**config.mk**
```make
export PLATFORM = sky130hd
export DESIGN_NAME = neuron_activation
export DESIGN_NICKNAME = d
export VERILOG_FILES = /design/src/rtl/neuron_activation.sv
export SDC_FILE = /design/constraint.sdc
export NUM_CORES = 1
export LEC_CHECK = 0
export ABC_AREA = 1
export BUFFER_PORTS_ARGS = -buffer_cell sky130_fd_sc_hd__buf_4
export CAP_MARGIN = 10
export CORE_MARGIN = 2
export CORE_UTILIZATION = 59
export CTS_BUF_LIST = sky130_fd_sc_hd__clkbuf_4
export CTS_CLUSTER_DIAMETER = 150
export DETAILED_ROUTE_END_ITERATION = 10
export PLACE_DENSITY = 0.84
export SETUP_SLACK_MARGIN = 0.15
export SYNTH_ARGS = -nofsm -noshare
export SYNTH_HDL_FRONTEND = slang
export SYNTH_SLANG_ARGS = --single-unit
export TNS_END_PERCENT = 50
```
**constraint.sdc**
```tcl
create_clock -name clk -period 2.45 [get_ports clk]
set_clock_uncertainty 0.15 [all_clocks]
set_input_delay 0.245 -clock clk [delete_from_list [all_inputs] [get_ports clk]]
set_output_delay 0.245 -clock clk [all_outputs]
set_load 0.05 [all_outputs]
```
**src/rtl/neuron_activation.sv**
```systemverilog
// neuron_activation: back end of the N-input neuron pipeline.
// Takes the signed MAC sum plus a bias, applies round-half-up rescaling by an
// arithmetic right shift, then ReLU or signed clamping down to an 8-bit
// activation. The result is offered through a valid/ready handshake. A
// one-entry pending buffer catches accumulator pulses that arrive while a
// result is still in flight, because the MAC side is never stalled.

// Protocol properties that the datapath must keep on its output interface.
module neuron_activation_checker (
    input logic       clk,
    input logic       rst,
    input logic       acc_ready,
    input logic       out_valid,
    input logic       out_ready,
    input logic [7:0] out_data,
    input logic       drop_err
);

    // A stalled result must not change or disappear.
    a_hold_stable: assert property (@(posedge clk) disable iff (!rst)
        (out_valid && !out_ready) |=> (out_valid && $stable(out_data)));

    // Being ready for new input implies nothing is being presented.
    a_ready_idle: assert property (@(posedge clk) disable iff (!rst)
        acc_ready |-> !out_valid);

    // A lost pulse stays flagged until reset.
    a_drop_sticky: assert property (@(posedge clk) disable iff (!rst)
        drop_err |=> drop_err);

endmodule

module neuron_activation #(
    parameter  int N     = 2,
    parameter  int SHIFT = 7,
    parameter  int RELU  = 1,
    localparam int ACC_W = 16 + $clog2(N)
) (
    input  logic             clk,
    input  logic             rst,
    input  logic             acc_valid,
    input  logic [ACC_W-1:0] acc_in,
    input  logic [ACC_W-1:0] bias_in,
    output logic             acc_ready,
    output logic             out_valid,
    input  logic             out_ready,
    output logic [7:0]       out_data,
    output logic [7:0]       sat_count,
    output logic             drop_err
);

    // Two guard bits: acc + bias + rounding constant can never overflow.
    localparam int SUM_W    = ACC_W + 2;
    localparam int CNT_W    = $clog2(ACC_W + 1);
    localparam int ROUND_SH = (SHIFT > 0) ? SHIFT - 1 : 0;

    // Half an LSB of the shifted result, giving round-half-up.
    localparam logic signed [SUM_W-1:0] ROUND_C =
        (SHIFT > 0) ? (SUM_W'(1) << ROUND_SH) : SUM_W'(0);

    // Clamp window of the final activation.
    localparam logic signed [SUM_W-1:0] LIM_HI = (RELU != 0) ? SUM_W'(255) : SUM_W'(127);
    localparam logic signed [SUM_W-1:0] LIM_LO = (RELU != 0) ? SUM_W'(0)   : SUM_W'(-128);

    typedef enum logic [2:0] {
        ST_IDLE  = 3'd0,
        ST_BIAS  = 3'd1,
        ST_SCALE = 3'd2,
        ST_ACT   = 3'd3,
        ST_HOLD  = 3'd4
    } state_e;

    // Returns {saturated, activation}.
    // When ReLU is enabled, forcing a negative sum to zero is the intended
    // output and is not reported as a saturation.
    function automatic logic [8:0] activate(input logic signed [SUM_W-1:0] s);
        logic [8:0] r;
        if (s > LIM_HI) begin
            r = {1'b1, LIM_HI[7:0]};
        end else if (s < LIM_LO) begin
            if (RELU != 0) begin
                r = {1'b0, 8'h00};
            end else begin
                r = {1'b1, LIM_LO[7:0]};
            end
        end else begin
            r = {1'b0, s[7:0]};
        end
        return r;
    endfunction

    state_e                   state_q,      state_d;
    logic [ACC_W-1:0]         acc_q,        acc_d;
    logic [ACC_W-1:0]         bias_q,       bias_d;
    logic signed [SUM_W-1:0]  sum_q,        sum_d;
    logic [CNT_W-1:0]         cnt_q,        cnt_d;
    logic                     pend_valid_q, pend_valid_d;
    logic [ACC_W-1:0]         pend_acc_q,   pend_acc_d;
    logic [ACC_W-1:0]         pend_bias_q,  pend_bias_d;
    logic                     out_valid_q,  out_valid_d;
    logic [7:0]               out_data_q,   out_data_d;
    logic [7:0]               sat_count_q,  sat_count_d;
    logic                     drop_err_q,   drop_err_d;

    logic signed [SUM_W-1:0]  acc_ext_s;
    logic signed [SUM_W-1:0]  bias_ext_s;
    logic [8:0]               act_s;

    // Sign-extend the working operands and evaluate the activation of the current sum.
    always_comb begin
        acc_ext_s  = {{(SUM_W - ACC_W){acc_q[ACC_W-1]}}, acc_q};
        bias_ext_s = {{(SUM_W - ACC_W){bias_q[ACC_W-1]}}, bias_q};
        act_s      = activate(sum_q);
    end

    // Next-state logic for the FSM, the datapath and the pending buffer.
    always_comb begin
        state_d      = state_q;
        acc_d        = acc_q;
        bias_d       = bias_q;
        sum_d        = sum_q;
        cnt_d        = cnt_q;
        pend_valid_d = pend_valid_q;
        pend_acc_d   = pend_acc_q;
        pend_bias_d  = pend_bias_q;
        out_valid_d  = out_valid_q;
        out_data_d   = out_data_q;
        sat_count_d  = sat_count_q;
        drop_err_d   = drop_err_q;

        case (state_q)
            ST_IDLE: begin
                if (pend_valid_q) begin
                    // Buffered work goes first. A pulse arriving on the same
                    // edge takes over the slot that is being emptied.
                    acc_d   = pend_acc_q;
                    bias_d  = pend_bias_q;
                    state_d = ST_BIAS;
                    if (acc_valid) begin
                        pend_valid_d = 1'b1;
                        pend_acc_d   = acc_in;
                        pend_bias_d  = bias_in;
                    end else begin
                        pend_valid_d = 1'b0;
                    end
                end else if (acc_valid) begin
                    acc_d   = acc_in;
                    bias_d  = bias_in;
                    state_d = ST_BIAS;
                end else begin
                    state_d = ST_IDLE;
                end
            end

            ST_BIAS: begin
                sum_d = acc_ext_s + bias_ext_s + ROUND_C;
                cnt_d = CNT_W'(SHIFT);
                if (SHIFT == 0) begin
                    state_d = ST_ACT;
                end else begin
                    state_d = ST_SCALE;
                end
            end

            ST_SCALE: begin
                // One bit per cycle keeps the shifter down to a single mux level.
                sum_d = sum_q >>> 1;
                cnt_d = cnt_q - CNT_W'(1);
                if (cnt_q == CNT_W'(1)) begin
                    state_d = ST_ACT;
                end else begin
                    state_d = ST_SCALE;
                end
            end

            ST_ACT: begin
                out_data_d  = act_s[7:0];
                out_valid_d = 1'b1;
                state_d     = ST_HOLD;
                if (act_s[8] && (sat_count_q != 8'hFF)) begin
                    sat_count_d = sat_count_q + 8'd1;
                end else begin
                    sat_count_d = sat_count_q;
                end
            end

            ST_HOLD: begin
                if (out_ready) begin
                    out_valid_d = 1'b0;
                    state_d     = ST_IDLE;
                end else begin
                    out_valid_d = 1'b1;
                    state_d     = ST_HOLD;
                end
            end

            default: begin
                out_valid_d = 1'b0;
                state_d     = ST_IDLE;
            end
        endcase

        // While busy, a pulse is parked if the slot is free and is lost otherwise.
        if (acc_valid && (state_q != ST_IDLE)) begin
            if (!pend_valid_q) begin
                pend_valid_d = 1'b1;
                pend_acc_d   = acc_in;
                pend_bias_d  = bias_in;
            end else begin
                drop_err_d = 1'b1;
            end
        end else begin
            drop_err_d = drop_err_d;
        end
    end

    // State and datapath registers; reset discards all in-flight and buffered work.
    always_ff @(posedge clk or negedge rst) begin
        if (!rst) begin
            state_q      <= ST_IDLE;
            acc_q        <= '0;
            bias_q       <= '0;
            sum_q        <= '0;
            cnt_q        <= '0;
            pend_valid_q <= 1'b0;
            pend_acc_q   <= '0;
            pend_bias_q  <= '0;
            out_valid_q  <= 1'b0;
            out_data_q   <= 8'h00;
            sat_count_q  <= 8'h00;
            drop_err_q   <= 1'b0;
        end else begin
            state_q      <= state_d;
            acc_q        <= acc_d;
            bias_q       <= bias_d;
            sum_q        <= sum_d;
            cnt_q        <= cnt_d;
            pend_valid_q <= pend_valid_d;
            pend_acc_q   <= pend_acc_d;
            pend_bias_q  <= pend_bias_d;
            out_valid_q  <= out_valid_d;
            out_data_q   <= out_data_d;
            sat_count_q  <= sat_count_d;
            drop_err_q   <= drop_err_d;
        end
    end

    assign acc_ready = (state_q == ST_IDLE) && !pend_valid_q;
    assign out_valid = out_valid_q;
    assign out_data  = out_data_q;
    assign sat_count = sat_count_q;
    assign drop_err  = drop_err_q;

    neuron_activation_checker u_checker (
        .clk       (clk),
        .rst       (rst),
        .acc_ready (acc_ready),
        .out_valid (out_valid_q),
        .out_ready (out_ready),
        .out_data  (out_data_q),
        .drop_err  (drop_err_q)
    );

endmodule
```
After elaboration in Yosys (flattened, before gate mapping)
Cells that the tools add are included.

Output and inout bits: 19. Register bits after elaboration: 114. Word-level logic and storage cells: 69. Bits of input ports: 38.

Bitwise operators: 1. Mux-type cells: 30. Add/subtract/negate cells: 4. Eq/ne operators: 6. Reduce and logical (&&, ||, !) cells: 13. $lt $le $gt $ge: 2.

Operator list (number): 2-to-1 mux 17 bit (14); one-hot mux 19 bit (2 select lines) (1); adder 18 x 8 -> 19 bit, second input constant (1); > comparator 19 x 9 -> 1 bit, second input constant (1); < comparator 19 x 1 -> 1 bit, second input constant (1); adder 17 x 17 -> 18 bit (1); one-hot mux 3 bit (5 select lines) (1); one-hot mux 5 bit (2 select lines) (1); 2-to-1 mux 1 bit (9); 2-to-1 mux 9 bit (1); adder 8 x 1 -> 8 bit, second input constant (1); 2-to-1 mux 8 bit (1); inequality test 8 bit, second input constant (1); AND reduction 2 bit (4); == test 3 x 2 -> 1 bit, second input constant (2); == test 5 x 1 -> 1 bit, second input constant (1); subtractor 5 x 1 -> 5 bit, second input constant (1); nonzero test 2 bit (2); == test 3 x 1 -> 1 bit, second input constant (1); == test 3 bit, second input constant (1); logical AND 1 bit (3); zero test 3 bit (1); 2-to-1 mux 3 bit (1); one-hot mux 1 bit (3 select lines) (1); 4 further kinds (4).

Depth between registers and ports, before layout
Depth after elaboration: 5. Mapped depth: 13.

Worst setup path before layout
OpenSTA, ideal clock, no wires.

Path type: register to register. Start: register acc_q[1]. End: register sum_q[15]. Cell stages (with the launch flop): 12. Buffers on the path: 0. Data arrival time: 1.878 ns. Setup slack: 0.304 ns. Cell sequence: dfrtp_1 ha_1 ha_1 fa_1 nand3_1 nand2_1 nand3_1 nand2_1 nand3_1 nand3_1 nand3_1 nand2_1.

Cells in the longest elaborated chain, start to end: 3.

Ends and longest elaborated chain: start, declared (line 93) `logic [ACC_W-1:0] acc_q, acc_d;`; start signal, assigned (line 221) `acc_q <= '0;`; start signal, assigned (line 234) `acc_q <= acc_d;`; adder 17 x 17 -> 18 bit (line 156) `sum_d = acc_ext_s + bias_ext_s + ROUND_C;`; adder 18 x 8 -> 19 bit (line 156); one-hot mux 19 bit (2 select lines) (line 131) `case (state_q)`; end signal, assigned (line 236) `sum_q <= sum_d;`; end, declared (line 95) `logic signed [SUM_W-1:0] sum_q, sum_d;`.

No other way between the ends. The select of a mux whose other input is x is not followed. A chain may end at the register's enable or synchronous reset.

Final worst setup path
Start: register bias_q[5]. End: register sum_q[12].

Cells in the longest elaborated chain, start to end: 3.

Ends and longest elaborated chain: start, declared (line 94) `logic [ACC_W-1:0] bias_q, bias_d;`; start signal, assigned (line 235) `bias_q <= bias_d;`; adder 17 x 17 -> 18 bit (line 156); adder 18 x 8 -> 19 bit (line 156); one-hot mux 19 bit (2 select lines) (line 131).

No other way between the ends. The select of a mux whose other input is x is not followed.

==> impl_metrics.ini <==
[worst_setup_path]
path_cells = ha_1 -> ha_1 -> nand2_1 -> inv_1 -> nand3_1 -> nand2_1 -> nand2_1 -> nand2_1 -> nand2_1 -> nand3_2 -> nand3_1
cp_max_fo = 5
cp_data_arrival_time_ns = 2.51
worstSetupStartpointType = flop
cp_slowest_cell = dfrtp_1
crit_path_max_incr_delay_ns = 0.43
reg2reg_depth = 11
worst_ep_required_time_ns = 2.70
cpMostUsedCell = nand2_1
worstSetupPathType = flop to flop
critical_path.top_delay_family = simple AND/OR/NAND/NOR gates
crit_cells = 11
end_kind = flop
critPathBufInv = 1

[synth]
synthArstFlopShare = 1.00
ys_top_cells_by_count = 201 x nand2_1, 114 x dfrtp_1, 103 x inv_1
synth-edff-count = 0
ys_types = 40
synth-main-ff-cell = dfrtp_1
synth_top_area_frac = 0.455
syn_inst = 755
syn_nets = 831
yosysTopAreaCell = dfrtp_1
synthTopCellsByArea = dfrtp_1 45%, nand2_1 12%, ha_1 7.4%
ys_seq_area_frac = 0.455
avgSynthCellArea_sq_um = 8.31
yosysWarnings = 0
ys_seq_elements = 114
synth_most_common_cell = nand2_1
synth_area_sq_um = 6270

[detailed_routing]
antenna_left = 0
finalWirelength_mm = 14.8
via_per_inst = 5.48
via_count = 5473
post_drt_wl_per_cell_um = 14.8
drc = 0
first_pass_iters = 10
drt_iter0_drc = 367

[flow_run]
drv_cap = 0

[clocking]
clock-sinks = 114
clk_pin_slew_ns = 0.11
clock_latency_ns = 0.54
cts_buffer_depth = 2
cts_root_buffer = clkbuf_4
cts_tree = yes
cts_made_buffers = 17
htreeDepth = 4

[sta]
grt_setup_unrepaired = yes
clock.fmax_mhz = 442
whs_ns = 0.0340
maxSlewHeadroom = 0.641
min_period_ns = 2.26
slew_viol_final = 0
post-route-period-util = 0.924
worstMarginPinSlew_ns = 0.538
setup_tns_ns = 0
setup_violations = 0
hold_viol_final = 0

[placed_design]
globalplace.congestion = 0.951
hpwlAfterDp_mm = 9.65
io_buffers = 56

[floorplan]
die_w_um = 107
io_pins = 57
fp.coreArea_sq_um = 10300
floorplan.initialDensity = 0.608
num_rows = 37
die_h_um = 107
dieArea_sq_um = 11500

[grt]
grt_antenna_before_repair = 0
grt_pass1_vias = 5359
grt_max_degree = 67
overflow = 0
grt_pass1_wl_mm = 24.6
gr-usage-all-layers = 0.270

[power]
power_density_nw_per_um2 = 1530
ir_worst_vdd_mv = 0.817
power.leakage_uw = 0.00376

[cells_and_area]
diodes = 0
post-route-util = 0.736
area_delta_synth_final_pct = 21.1
finalNetCount = 926
drive_gt1_frac = 0.175

[outcome]
run_status = finished, final reports clean

[worst_hold_path]
hp-class = input pin to asynchronous set/reset pin
-- metrics by stage --
stage / area [sq um] / setup WS, ns / total power, uW / instances
finish: 7600 / 0.185 / 11600 / 999
global route: 7600 / 0.0527 / 12600 / 999
CTS: 7480 / 0.178 / 11100 / 997
detailed placement: 6790 / 0.139 / 9470 / 927
global placement: 6790 / 0.208 / 9180 / 927
floorplan: 6270 / 0.304 / 8040 / 755
-- logic make-up (layout without fill, tap and decap cells) --
kind of cell    count (synthesis)  count (layout)  share of synthesized area
compound gates                176             176                      0.170
xor+xnor                       14              14                     0.0195
fa+ha+maj                      38              38                     0.0770
buf+inv                       134             242                     0.0921
flops                         114             114                      0.455
simple gates                  279             279                      0.187
-- where the power goes --
| part | switching [uW] | leakage (uW) | internal, uW |
|---|---|---|---|
| combinational | 4330 | 0.00220 | 2500 |
| sequential | 511 | 0.00141 | 2770 |
| clock | 796 | 0.000153 | 716 |
| total | 5640 | 0.00376 | 5980 |
-- state kept, by name, summed over array words and instances (netlist names), 5 cells and up --
signal	count
pend_acc_q	17
acc_q	17
pend_bias_q	17
cnt_q	5
out_data	8
sum_q	19
sat_count	8
bias_q	17
-- what timing repair did --
item | CTS | global route
endpoints found under the setup margin | 5 | 11
resized for setup | 2 | 17
pin swaps | 0 | 3
buffers inserted | 0 | 2
hold buffers | 38 | 0
endpoints found under the hold margin | 184 | 0
-- cell type report --
class,instances,area (sq um)
Clock buffer,17,128
Clock inverter,15,181
Fill cell,755,2730
Inverter,108,408
Multi-Input combinational cell,507,2960
Sequential cell,114,2850
Tap cell,136,170
Timing Repair Buffer,102,898
-- metal layers --
metal,vias to the layer above,wire length [um],track usage,share of wire
li1,2659,-,-,-
met1,2612,6310,0.349,0.43
met2,164,7480,0.454,0.50
met3,38,644,0.0432,0.043
met4,0,393,0.110,0.027
met5,-,0,0,0
-- worst register-to-register path, stage by stage, from the launching register on --
cell,delay (ns)
dfrtp_1,0.43
ha_1,0.30
ha_1,0.40
nand2_1,0.11
inv_1,0.11
nand3_1,0.09
nand2_1,0.16
nand2_1,0.10
nand2_1,0.07
nand2_1,0.06
nand3_2,0.08
nand3_1,0.10
-- cells in the final DEF, fill, tap and decap left out, types with 10 or more instances in the layout --
| cell | count |
|---|---|
| inv_1 | 103 |
| o21ai_2 | 20 |
| o21ai_1 | 25 |
| nand3_1 | 26 |
| dfrtp_1 | 113 |
| ha_1 | 29 |
| a21oi_1 | 16 |
| xnor2_1 | 10 |
| buf_4 | 61 |
| o21ai_0 | 71 |
| o211ai_1 | 12 |
| nor2_1 | 27 |
| nand2_1 | 199 |
| clkbuf_4 | 17 |
| dlygate4sd3_1 | 38 |
-- worst paths after layout --
| kind | startpoint | end | slack (ns) |
|---|---|---|---|
| max in group asynchronous | rst | acc_q[7] | 1.42 |
| worst max register to register | bias_q[5] | sum_q[12] | 0.19 |
| worst min-delay path | rst | cnt_q[2] | 0.03 |
| worst max-delay path | bias_q[5] | sum_q[12] | 0.19 |
| worst min register to register | drop_err | drop_err | 0.34 |
| min in group clk | bias_in[9] | pend_bias_q[9] | 0.31 |
Power figures use the tool's default switching activity.
